==> src/rtl/traffic_ctrl_n.sv <==
// N-street traffic-light sequencer, optional walk phase under TRAFFIC_PED_EN; Moore outputs, lamps change the cycle after a qualified tick.
// No backpressure: hold freezes timer and state, and a tick seen while hold is high is discarded.
module traffic_ctrl_n #(
  parameter int N_STREET = 4,
  parameter int G_TIME   = 20,
  parameter int Y_TIME   = 3,
  parameter int R_TIME   = 2,
  parameter int W_TIME   = 10,
  parameter int CNT_W    = 8
) (
  input  logic                          clk,
  input  logic                          rst,
  input  logic                          tick,
  input  logic                          hold,
  input  logic [N_STREET-1:0]           car_present,
  input  logic                          ped_req,
  output logic [3*N_STREET-1:0]         lights,
  output logic [$clog2(N_STREET)-1:0]   active,
  output logic                          fsm_g,
  output logic                          fsm_y,
  output logic                          fsm_r,
  output logic                          ped_walk
);

  localparam int AW = $clog2(N_STREET);

  typedef enum logic [1:0] {S_GREEN, S_YELLOW, S_ALLRED, S_WALK} state_t;

  state_t           state, state_nxt;
  logic [CNT_W-1:0] cnt, cnt_nxt, dur_m1;
  logic [AW-1:0]    active_nxt, nxt_idx;
  logic             step, expire, go_walk;

`ifdef TRAFFIC_PED_EN
  logic ped_pend, ped_pend_nxt;
  assign go_walk = ped_pend | ped_req;
`else
  logic unused_ped;
  assign unused_ped = ped_req;
  assign go_walk    = 1'b0;
`endif

  always_comb begin
    dur_m1 = CNT_W'(R_TIME - 1);
    case (state)
      S_GREEN:  dur_m1 = CNT_W'(G_TIME - 1);
      S_YELLOW: dur_m1 = CNT_W'(Y_TIME - 1);
      S_ALLRED: dur_m1 = CNT_W'(R_TIME - 1);
      S_WALK:   dur_m1 = CNT_W'(W_TIME - 1);
      default:  dur_m1 = CNT_W'(R_TIME - 1);
    endcase
  end

  assign step   = tick & ~hold;
  assign expire = step & (cnt == dur_m1);

  // Scan from farthest to nearest so the nearest requester after active wins;
  // i == N_STREET lands on active itself, so it only survives as sole requester.
  always_comb begin
    int j;
    j       = 0;
    nxt_idx = (active == AW'(N_STREET - 1)) ? '0 : active + AW'(1);
    for (int i = N_STREET; i >= 1; i--) begin
      j = int'(active) + i;
      if (j >= N_STREET) j = j - N_STREET;
      if (car_present[AW'(j)]) nxt_idx = AW'(j);
    end
  end

  always_comb begin
    state_nxt  = state;
    cnt_nxt    = cnt;
    active_nxt = active;
    if (step) begin
      if (expire) begin
        cnt_nxt = '0;
        case (state)
          S_GREEN:  state_nxt = S_YELLOW;
          S_YELLOW: state_nxt = S_ALLRED;
          S_ALLRED: begin
            if (go_walk) begin
              state_nxt = S_WALK;
            end else begin
              state_nxt  = S_GREEN;
              active_nxt = nxt_idx;
            end
          end
          S_WALK: begin
            state_nxt  = S_GREEN;
            active_nxt = nxt_idx;
          end
          default:  state_nxt = S_ALLRED;
        endcase
      end else begin
        cnt_nxt = cnt + CNT_W'(1);
      end
    end
  end

`ifdef TRAFFIC_PED_EN
  // A request on the walk-entry cycle is consumed by that same walk.
  always_comb begin
    ped_pend_nxt = ped_pend;
    if (ped_req && state != S_WALK) ped_pend_nxt = 1'b1;
    if (state_nxt == S_WALK && state != S_WALK) ped_pend_nxt = 1'b0;
  end
`endif

  always_ff @(posedge clk) begin
    if (rst) begin
      state  <= S_ALLRED;
      cnt    <= '0;
      active <= AW'(N_STREET - 1);
`ifdef TRAFFIC_PED_EN
      ped_pend <= 1'b0;
`endif
    end else begin
      state  <= state_nxt;
      cnt    <= cnt_nxt;
      active <= active_nxt;
`ifdef TRAFFIC_PED_EN
      ped_pend <= ped_pend_nxt;
`endif
    end
  end

  always_comb begin
    lights = '0;
    for (int i = 0; i < N_STREET; i++) begin
      lights[3*i +: 3] = 3'b001;
      if (i == int'(active)) begin
        if (state == S_GREEN)  lights[3*i +: 3] = 3'b100;
        if (state == S_YELLOW) lights[3*i +: 3] = 3'b010;
      end
    end
  end

  assign fsm_g = (state == S_GREEN);
  assign fsm_y = (state == S_YELLOW);
  assign fsm_r = (state == S_ALLRED) || (state == S_WALK);

`ifdef TRAFFIC_PED_EN
  assign ped_walk = (state == S_WALK);
`else
  assign ped_walk = 1'b0;
`endif

endmodule

==> config.mk <==
export PLATFORM = sky130hd
export DESIGN_NAME = traffic_ctrl_n
export DESIGN_NICKNAME = d
export VERILOG_FILES = /design/src/rtl/traffic_ctrl_n.sv
export SDC_FILE = /design/constraint.sdc
export NUM_CORES = 1
export LEC_CHECK = 0
export BUFFER_PORTS_ARGS = -buffer_cell sky130_fd_sc_hd__buf_2
export CAP_MARGIN = 5
export CORE_UTILIZATION = 40
export CTS_BUF_LIST = sky130_fd_sc_hd__clkbuf_8
export DETAILED_ROUTE_END_ITERATION = 10
export MAX_ROUTING_LAYER = met4
export PLACE_DENSITY = 0.74
export SYNTH_ARGS = -nofsm -noshare
export SYNTH_HDL_FRONTEND = slang
export SYNTH_SLANG_ARGS = --single-unit
==> constraint.sdc <==
create_clock -name clk -period 1.6 [get_ports clk]
set_input_delay 0.32 -clock clk [delete_from_list [all_inputs] [get_ports clk]]
set_output_delay 0.32 -clock clk [all_outputs]
set_load 0.005 [all_outputs]
==> results of run 1 <==
==> stage by stage <==
stage | setup WS [ps] | std cells | TNS [ps]
global placement | -3.628 | 183 | -3.628
CTS | -39.64 | 190 | -62.41
floorplan | -21.72 | 119 | -41.00
global route | -176.4 | 192 | -861.9
detailed placement | -56.86 | 183 | -103.2
finish | -84.90 | 192 | -238.5
==> flip-flops by register name, summed over array words and instances, names as in the netlist <==
register,count
cnt,8
active,2
state,2
==> kinds of logic (layout without fill, tap and decap cells) <==
group	Yosys count	in the layout	synth area share
AOI/OAI and AO/OA	18	18	0.1659
xor gates and xnor gates	6	6	0.05048
adders and majority gates	5	5	0.06010
buffers and inverters	12	55	0.07692
DFF	12	12	0.2308
muxes	5	5	0.07933
other	1	1	0.003602
and+or+nand+nor	60	60	0.3329
==> synth_stat cells, drive strengths merged <==
library cell,instances
nand2,8
and2b,1
o21ai,2
inv,5
o311ai,2
or4b,1
clkbuf,2
nor3,2
buf,5
conb,1
a211oi,2
mux4,2
nand4,3
nand4b,2
and4,1
nand3,5
a21oi,4
nor2b,2
a211o,2
xor2,6
mux2i,3
or3b,2
and3,2
nor4,1
a22oi,1
nand2b,6
ha,5
a311oi,1
nor2,23
o2111ai,1
o31a,1
dfxtp,12
nand3b,1
o22ai,2
==> worst min path at each step <==
stage | startpoint | endpoint | slack, ps | depth (start not counted)
floorplan | rst | cnt[0]$_SDFFE_PP0N_ | 390 | 1
global placement | active[0]$_SDFFE_PP1P_ | active[0]$_SDFFE_PP1P_ | 530 | 1
detailed placement | active[0]$_SDFFE_PP1P_ | active[0]$_SDFFE_PP1P_ | 550 | 1
CTS | rst | state[0]$_SDFFE_PP0P_ | 330 | 2
global route | rst | cnt[1]$_SDFFE_PP0N_ | 330 | 2
finish | rst | cnt[1]$_SDFFE_PP0N_ | 320 | 2
==> per-layer routing <==
metal	part of all wire	global-route usage
met4	0.012	0.08333
met3	0.025	0.008621
met5	0	-
met2	0.48	0.3101
met1	0.48	0.2371
==> cell type report <==
class                   instances  area share
well taps                      30     0.02575
inverters                       5     0.01459
repair buffers                 46      0.1983
flip-flops and latches         12      0.1717
multi-input cells              95      0.5588
clock buffers                   3     0.02833
clock inverters                 1    0.002575
==> power by group through the flow <==
| stage | sequential (mW) | combinational, mW | clock, mW |
|---|---|---|---|
| final | 0.308 | 0.156 | 0.280 |
| after global routing | 0.308 | 0.169 | 0.296 |
| after CTS | 0.307 | 0.137 | 0.284 |
| after detailed placement | 0.314 | 0.131 | 0 |
| after global placement | 0.313 | 0.128 | 0 |
| after floorplan | 0.316 | 0.0819 | 0 |
==> timing repair <==
| item | in CTS | in global routing |
|---|---|---|
| gates resized for setup | 7 | 20 |
| pin swaps | 6 | 11 |
| setup endpoints to repair | 11 | 17 |
| buffers inserted | 3 | 2 |
==> out/qor.csv, run 1 <==
stage,metric,value,unit
status,run status,"finished, violations left",
status,failing checks,setup timing,
critical_path,category of the worst setup path capture point,register,
placed_design,cell area reported after detailed placement,1270,um2
floorplanning,Core ar.,2477,um2
critical_path,critical path buffer and inverter count,2,
critical_path,type of origin of the critical path,register,
placed_design,RD Place Congestion,0.8723,
timing,final clock period utilization by the worst path,1.053,
route,vias after detailed routing,983,
timing,f_max,593.5,MHz
critical_path,number of stages on the worst setup path,6,
clock_tree,H-tree Lvls,1,
floorplanning,effective utilization at floorplan,0.4202,
pwr,Peak supply drop,0.3136,mV
clock_tree,number of buffers created by CTS,3,
yosys,Post-Syn Area,1041,um2
finish,core occupancy in the finished layout,0.5884,
critical_path,largest fanout of any net on the critical path,8,
route,remaining design rule violation count,0,
critical_path,required time of the critical path,1720,ps
yosys,sequential element share of the synthesized area,0.2308,
finish,fillcell total,226,
clock_tree,TritonCTS clock tree,yes,
yosys,largest cells by area after synthesis,"dfxtp_1 23%, nor2_1 8.3%, ha_1 6.0%, mux4_1 5.0%, xor2_1 5.0%",
global_routing,initial antenna violation count,0,
yosys,Ys Warns,0,
pwr,combinational share of power,0.210,
yosys,Post-Syn Nets,133,
route,antenna-violating nets left,0,
critical_path,Crit-path slowest cell,mux4_1,
yosys,number of synthesized register bits,12,
timing,total of endpoints with negative setup slack in the final report,6,
clock_tree,CTS Root Buffer Type,clkbuf_8,
critical_path,Crit Reg-Reg Endpoint,active[0]$_SDFFE_PP1P_,
finish,total area of multi-input combinational cells,814.5,um2
finish,n_diodes,0,
critical_path,logic depth of the worst register-to-register path,6,
pwr,clock network fraction of total power,0.376,
floorplanning,number of rows in the core area,18,
global_routing,maximum number of pins on one net before global-route repair,9,
finish,most common library cell in the layout ignoring fill and taps,buf_2,
global_routing,global-route total usage across every layer,0.1881,
global_routing,global route total overflow,0,
yosys,average size of a mapped cell,8.748,um2
yosys,cell count after synthesis,119,
yosys,number of distinct library cell variants in the gate-level netlist after synthesis,42,
floorplanning,# IOs,27,
global_routing,vias in the first global route,910,
route,wire per inst,13.03,um
pwr,PD cells,510.5,nW/um2
critical_path,origin of the worst setup path,active[0]$_SDFFE_PP1P_,
route,Detailed Route WL,2501,um
finish,most used cells in the layout excluding fill and tap cells,"24 x buf_2, 21 x buf_4, 19 x nor2_1",
pwr,Sw Ratio,0.2627,
timing,RSZ-0062 raised after global routing,yes,
critical_path,cell-by-cell trace of the critical path,"buf_4, mux4_1, nand2b_4, nand4b_1, buf_4, o311ai_2",
floorplanning,overall die height,53.02,um
route,number of search-and-repair iterations in the first detailed-routing pass,4,
floorplanning,Die Width,53.02,um
placed_design,count of input and output buffers,24,
global_routing,wire length of the first global-routing pass,3843,um
pwr,leakage power figure,0.6344,nW
timing,worst hold margin,321.5,ps
clock_tree,number of hold buffers added after CTS,0,
timing,count of endpoints failing hold in the final timing report,0,
route,via density per instance,5.120,
finish,final design area excluding fillers,1458,um2
pwr,proportion of power drawn by flip-flops and latches,0.414,
critical_path,critical setup path kind,register to register,
timing,Setup WS post-layout,-84.90,ps
clock_tree,Max clock buf depth,2,
route,DRC marker count from the first detailed-route iteration,15,
timing,setup skew after layout,7.765,ps
finish,nets,177,
yosys,area fraction of the dominant cell type after synthesis,0.2308,
min_path,type of the worst min-delay path,primary input to register,
finish,post-synthesis to final-layout area growth,40.02,%
critical_path,end point of the critical path,active[0]$_SDFFE_PP1P_,
critical_path,critical path's most frequent cell,buf_4,
yosys,cell accounting for the most synthesized area,dfxtp_1,
critical_path,crit-path max cell delay,520,ps
pwr,switching power total,195.5,uW
pwr,total power after layout,744.1,uW
critical_path,Critical R2R Launch,active[0]$_SDFFE_PP1P_,
pwr,cell-internal power,548.6,uW
critical_path,kind of cell adding the most delay to the critical path,multiplexers,
critical_path,Register-to-Register Setup Slack,-80,ps
critical_path,CP arrival,1800,ps
clock_tree,clock tree sinks,12,
finish,fraction of layout cells with a size suffix above 1,0.5185,
placed_design,DPL Wire Length,1756,um
timing,Final min period,1685,ps
clock_tree,clk_lat worst skew,240,ps
run,max capacitance violation total,0,
finish,area of all sequential standard cells,250.2,um2
floorplanning,overall die area,2811,um2
clock_tree,clock slew seen by the registers of the worst setup and hold paths,60,ps
timing,max-slew violation count,0,
Power figures use the tool's default switching activity.
==> run 2, diff against run 1 <==
--- a/config.mk
+++ b/config.mk
@@ -5,13 +5,14 @@
 export SDC_FILE = /design/constraint.sdc
 export NUM_CORES = 1
 export LEC_CHECK = 0
+export ABC_AREA = 1
 export BUFFER_PORTS_ARGS = -buffer_cell sky130_fd_sc_hd__buf_2
 export CAP_MARGIN = 5
 export CORE_UTILIZATION = 40
 export CTS_BUF_LIST = sky130_fd_sc_hd__clkbuf_8
 export DETAILED_ROUTE_END_ITERATION = 10
 export MAX_ROUTING_LAYER = met4
-export PLACE_DENSITY = 0.74
+export PLACE_DENSITY = 0.73
 export SYNTH_ARGS = -nofsm -noshare
 export SYNTH_HDL_FRONTEND = slang
 export SYNTH_SLANG_ARGS = --single-unit
==> run 2 against run 1 <==
The flow now finishes without violations. Via count up 5.5%. Final cell count up 15%. Clock skew down 6.5 ps. Non-clock buffer count down 17. Critical endpoint is now lights[11]. Wire length down 13%. Highest routed layer unchanged. Sequential share of layout area up 1.5 points. Largest power group is now the clock network. Hold slack worse by 77 ps.
==> out/qor.csv, run 2 <==
stage,metric,value,unit
status,run status,"finished, final reports clean",
clock_tree,Max clock buf depth,2,
critical_path,type of origin of the critical path,register,
pwr,proportion of power drawn by flip-flops and latches,0.392,
critical_path,Critical R2R Launch,active[1]$_SDFFE_PP1P_,
finish,final design area excluding fillers,1300,um2
timing,setup skew after layout,1.249,ps
critical_path,largest fanout of any net on the critical path,6,
yosys,area share of and/or/nand/nor cells after synthesis,0.4929,
clock_tree,number of buffers created by CTS,3,
timing,worst hold margin,244.3,ps
timing,final clock period utilization by the worst path,0.9406,
critical_path,logic depth of the worst register-to-register path,11,
route,number of search-and-repair iterations in the first detailed-routing pass,4,
timing,Final min period,1505,ps
critical_path,crit-path max cell delay,320,ps
finish,fraction of layout cells with a size suffix above 1,0.3665,
clock_tree,clock tree sinks,12,
timing,final-layout setup total negative slack,0,ps
critical_path,Crit Reg-Reg Endpoint,active[0]$_SDFFE_PP1P_,
finish,n_diodes,0,
yosys,largest family of logic cells by synthesized area,simple AND/OR/NAND/NOR gates,
clock_tree,clk_lat worst skew,250,ps
pwr,total power after layout,808.3,uW
finish,most used cells in the layout excluding fill and tap cells,"43 x nand2_1, 24 x buf_2, 16 x nor2_1, 16 x nand3_1, 14 x inv_1",
global_routing,global-route total usage across every layer,0.1740,
timing,RSZ-0062 raised after global routing,no,
global_routing,maximum number of pins on one net before global-route repair,12,
pwr,cell-internal power,584.6,uW
global_routing,global-route met3 utilization,0.03448,
critical_path,CP arrival,1180,ps
pwr,PD cells,621.7,nW/um2
yosys,Post-Syn Nets,177,
pwr,leakage power figure,0.6981,nW
yosys,number of synthesized register bits,12,
clock_tree,clock slew seen by the registers of the worst setup and hold paths,60,ps
yosys,area share of fa/ha/maj cells after synthesis,0.05896,
critical_path,required time of the critical path,1280,ps
floorplanning,# IOs,27,
yosys,number of distinct library cell variants in the gate-level netlist after synthesis,30,
global_routing,initial antenna violation count,0,
timing,max-slew violation count,0,
timing,total of endpoints with negative setup slack in the final report,0,
global_routing,vias in the first global route,900,
critical_path,Register-to-Register Setup Slack,210,ps
critical_path,end point of the critical path,lights[11],
route,antenna-violating nets left,0,
global_routing,met1 Track Usage GR,0.1788,
critical_path,critical setup path kind,register to output pin,
timing,f_max,664.5,MHz
yosys,most repeated cell in the gate-level netlist after synthesis,nand2_1,
global_routing,wire length of the first global-routing pass,3484,um
placed_design,count of input and output buffers,24,
placed_design,cell area reported after detailed placement,1196,um2
yosys,leading cell types by count after synthesis,"43 x nand2_1, 16 x nand3_1, 16 x nor2_1",
yosys,post-synthesis compound-gate area fraction,0.07429,
yosys,Ys Warns,0,
yosys,average size of a mapped cell,6.509,um2
yosys,share of the synthesized netlist area taken by xor and xnor gates,0.008255,
placed_design,RD Place Congestion,0.7819,
yosys,largest cells by area after synthesis,"dfxtp_1 23%, nand2_1 15%, nand3_1 7.5%, nand2_2 6.5%, ha_1 5.9%",
pwr,switching power total,223.7,uW
clock_tree,H-tree Lvls,1,
critical_path,Crit-path slowest cell,dfxtp_1,
yosys,cell accounting for the most synthesized area,dfxtp_1,
route,remaining design rule violation count,0,
finish,most common library cell in the layout ignoring fill and taps,nand2_1,
global_routing,met2 track utilization from global routing,0.3146,
critical_path,category of the worst setup path capture point,output pin,
floorplanning,Die Width,53.50,um
yosys,post-synthesis mux area share,0,
floorplanning,number of rows in the core area,18,
finish,flip-flop count of the largest register after layout,8,
global_routing,global route total overflow,0,
route,DRC marker count from the first detailed-route iteration,27,
route,via density per instance,4.692,
pwr,Sw Ratio,0.2767,
yosys,Post-Syn Area,1061,um2
finish,register name with the most flops,cnt,
yosys,sequential element share of the synthesized area,0.2264,
route,vias after detailed routing,1037,
floorplanning,Core ar.,2500,um2
floorplanning,overall die height,53.50,um
yosys,area fraction of the dominant cell type after synthesis,0.2264,
floorplanning,effective utilization at floorplan,0.4244,
timing,count of endpoints failing hold in the final timing report,0,
yosys,"Async S/R FF share, synth",0,
pwr,clock network fraction of total power,0.420,
min_path,type of the worst min-delay path,primary input to register,
floorplanning,overall die area,2862,um2
clock_tree,CTS Root Buffer Type,clkbuf_8,
finish,largest registers in the final layout,"cnt x8, active x2, state x2",
route,wire per inst,9.846,um
pwr,combinational share of power,0.188,
critical_path,cell-by-cell trace of the critical path,"buf_4, ha_2, nand2_1, nor2_1, buf_2",
global_routing,highest-utilization routing layer at the global route stage,met2,
run,max capacitance violation total,0,
finish,nets,206,
yosys,cell count after synthesis,163,
yosys,most used flip-flop cell after synthesis,dfxtp_1,
route,Detailed Route WL,2176,um
critical_path,origin of the worst setup path,active[1]$_SDFFE_PP1P_,
finish,post-synthesis to final-layout area growth,22.52,%
clock_tree,TritonCTS clock tree,yes,
yosys,Post-synth EDFFs,0,
pwr,Peak supply drop,0.3064,mV
placed_design,DPL Wire Length,1636,um
## run 2: changes by cell type in the layout (fill, tap and decap cells not counted), moves of 6 or more
cell	previous run	this run
nand2_1	7	43
buf_4	21	3
nand3_1	4	16
nand2_2	0	11
inv_1	5	14
inv_2	0	6
## run 2: kinds of logic (layout without fill, tap and decap cells)
kind of cell | Yosys count | after routing
flops | 12 | 12
fa+ha+maj | 5 | 5
buf+inv | 29 | 57
xor+xnor | 1 | 1
simple gates | 101 | 101
compound gates | 14 | 14
other cells | 1 | 1
## run 2: stage by stage
stage	std cells	worst slack (ps)	util
final	221	95.02	0.5200
after global routing	221	12.33	0.5200
after CTS	219	13.02	0.5005
after detailed placement	215	133.7	0.4785
after global placement	215	147.9	0.4785
after floorplan	163	39.94	-
## run 2: power by group through the flow
stage               registers [mW]  logic (mW)  clock network, mW
floorplan                    0.318       0.117                  0
global placement             0.323       0.141                  0
detailed placement           0.322       0.143                  0
CTS                          0.316       0.144              0.344
global route                 0.318       0.173              0.361
finish                       0.317       0.152              0.340
## run 2: routing by layer
metal / share of wire / vias up
li1: - / 565
met1: 0.47 / 453
met2: 0.50 / 14
met3: 0.016 / 5
met4: 0.019 / 0
met5: 0 / -
## run 2: repair_timing
action                                  in CTS  in global routing
hold buffers                                 0                  0
gates resized for setup                      0                  6
setup buffers                                0                  2
endpoints found under the setup margin       0                 11
## run 2: worst min-delay path by stage
stage,from,end,slack (ps),cells after the start
after floorplan,rst,cnt[1]$_SDFFE_PP0N_,390,1
after global placement,rst,cnt[1]$_SDFFE_PP0N_,500,2
after detailed placement,rst,cnt[1]$_SDFFE_PP0N_,500,2
after CTS,rst,cnt[1]$_SDFFE_PP0N_,250,2
after global routing,rst,cnt[1]$_SDFFE_PP0N_,250,2
final,rst,cnt[1]$_SDFFE_PP0N_,240,2
## run 2: layout make-up
type | instances | area (um2)
tap | 30 | 37.54
sequential | 12 | 242.7
multi-input combinational | 122 | 691.9
timing repair buffer | 29 | 173.9
inverter | 24 | 98.84
fill | 247 | 1200
clock buffer | 4 | 55.05
## run 2: critical path: cells and delay by family, from the launching register on
family	cells	cell delay (ps)
AND/OR/NAND/NOR	2	180
flip-flops	1	320
buffers and inverters	2	250
adder cells (fa/ha/maj)	1	190
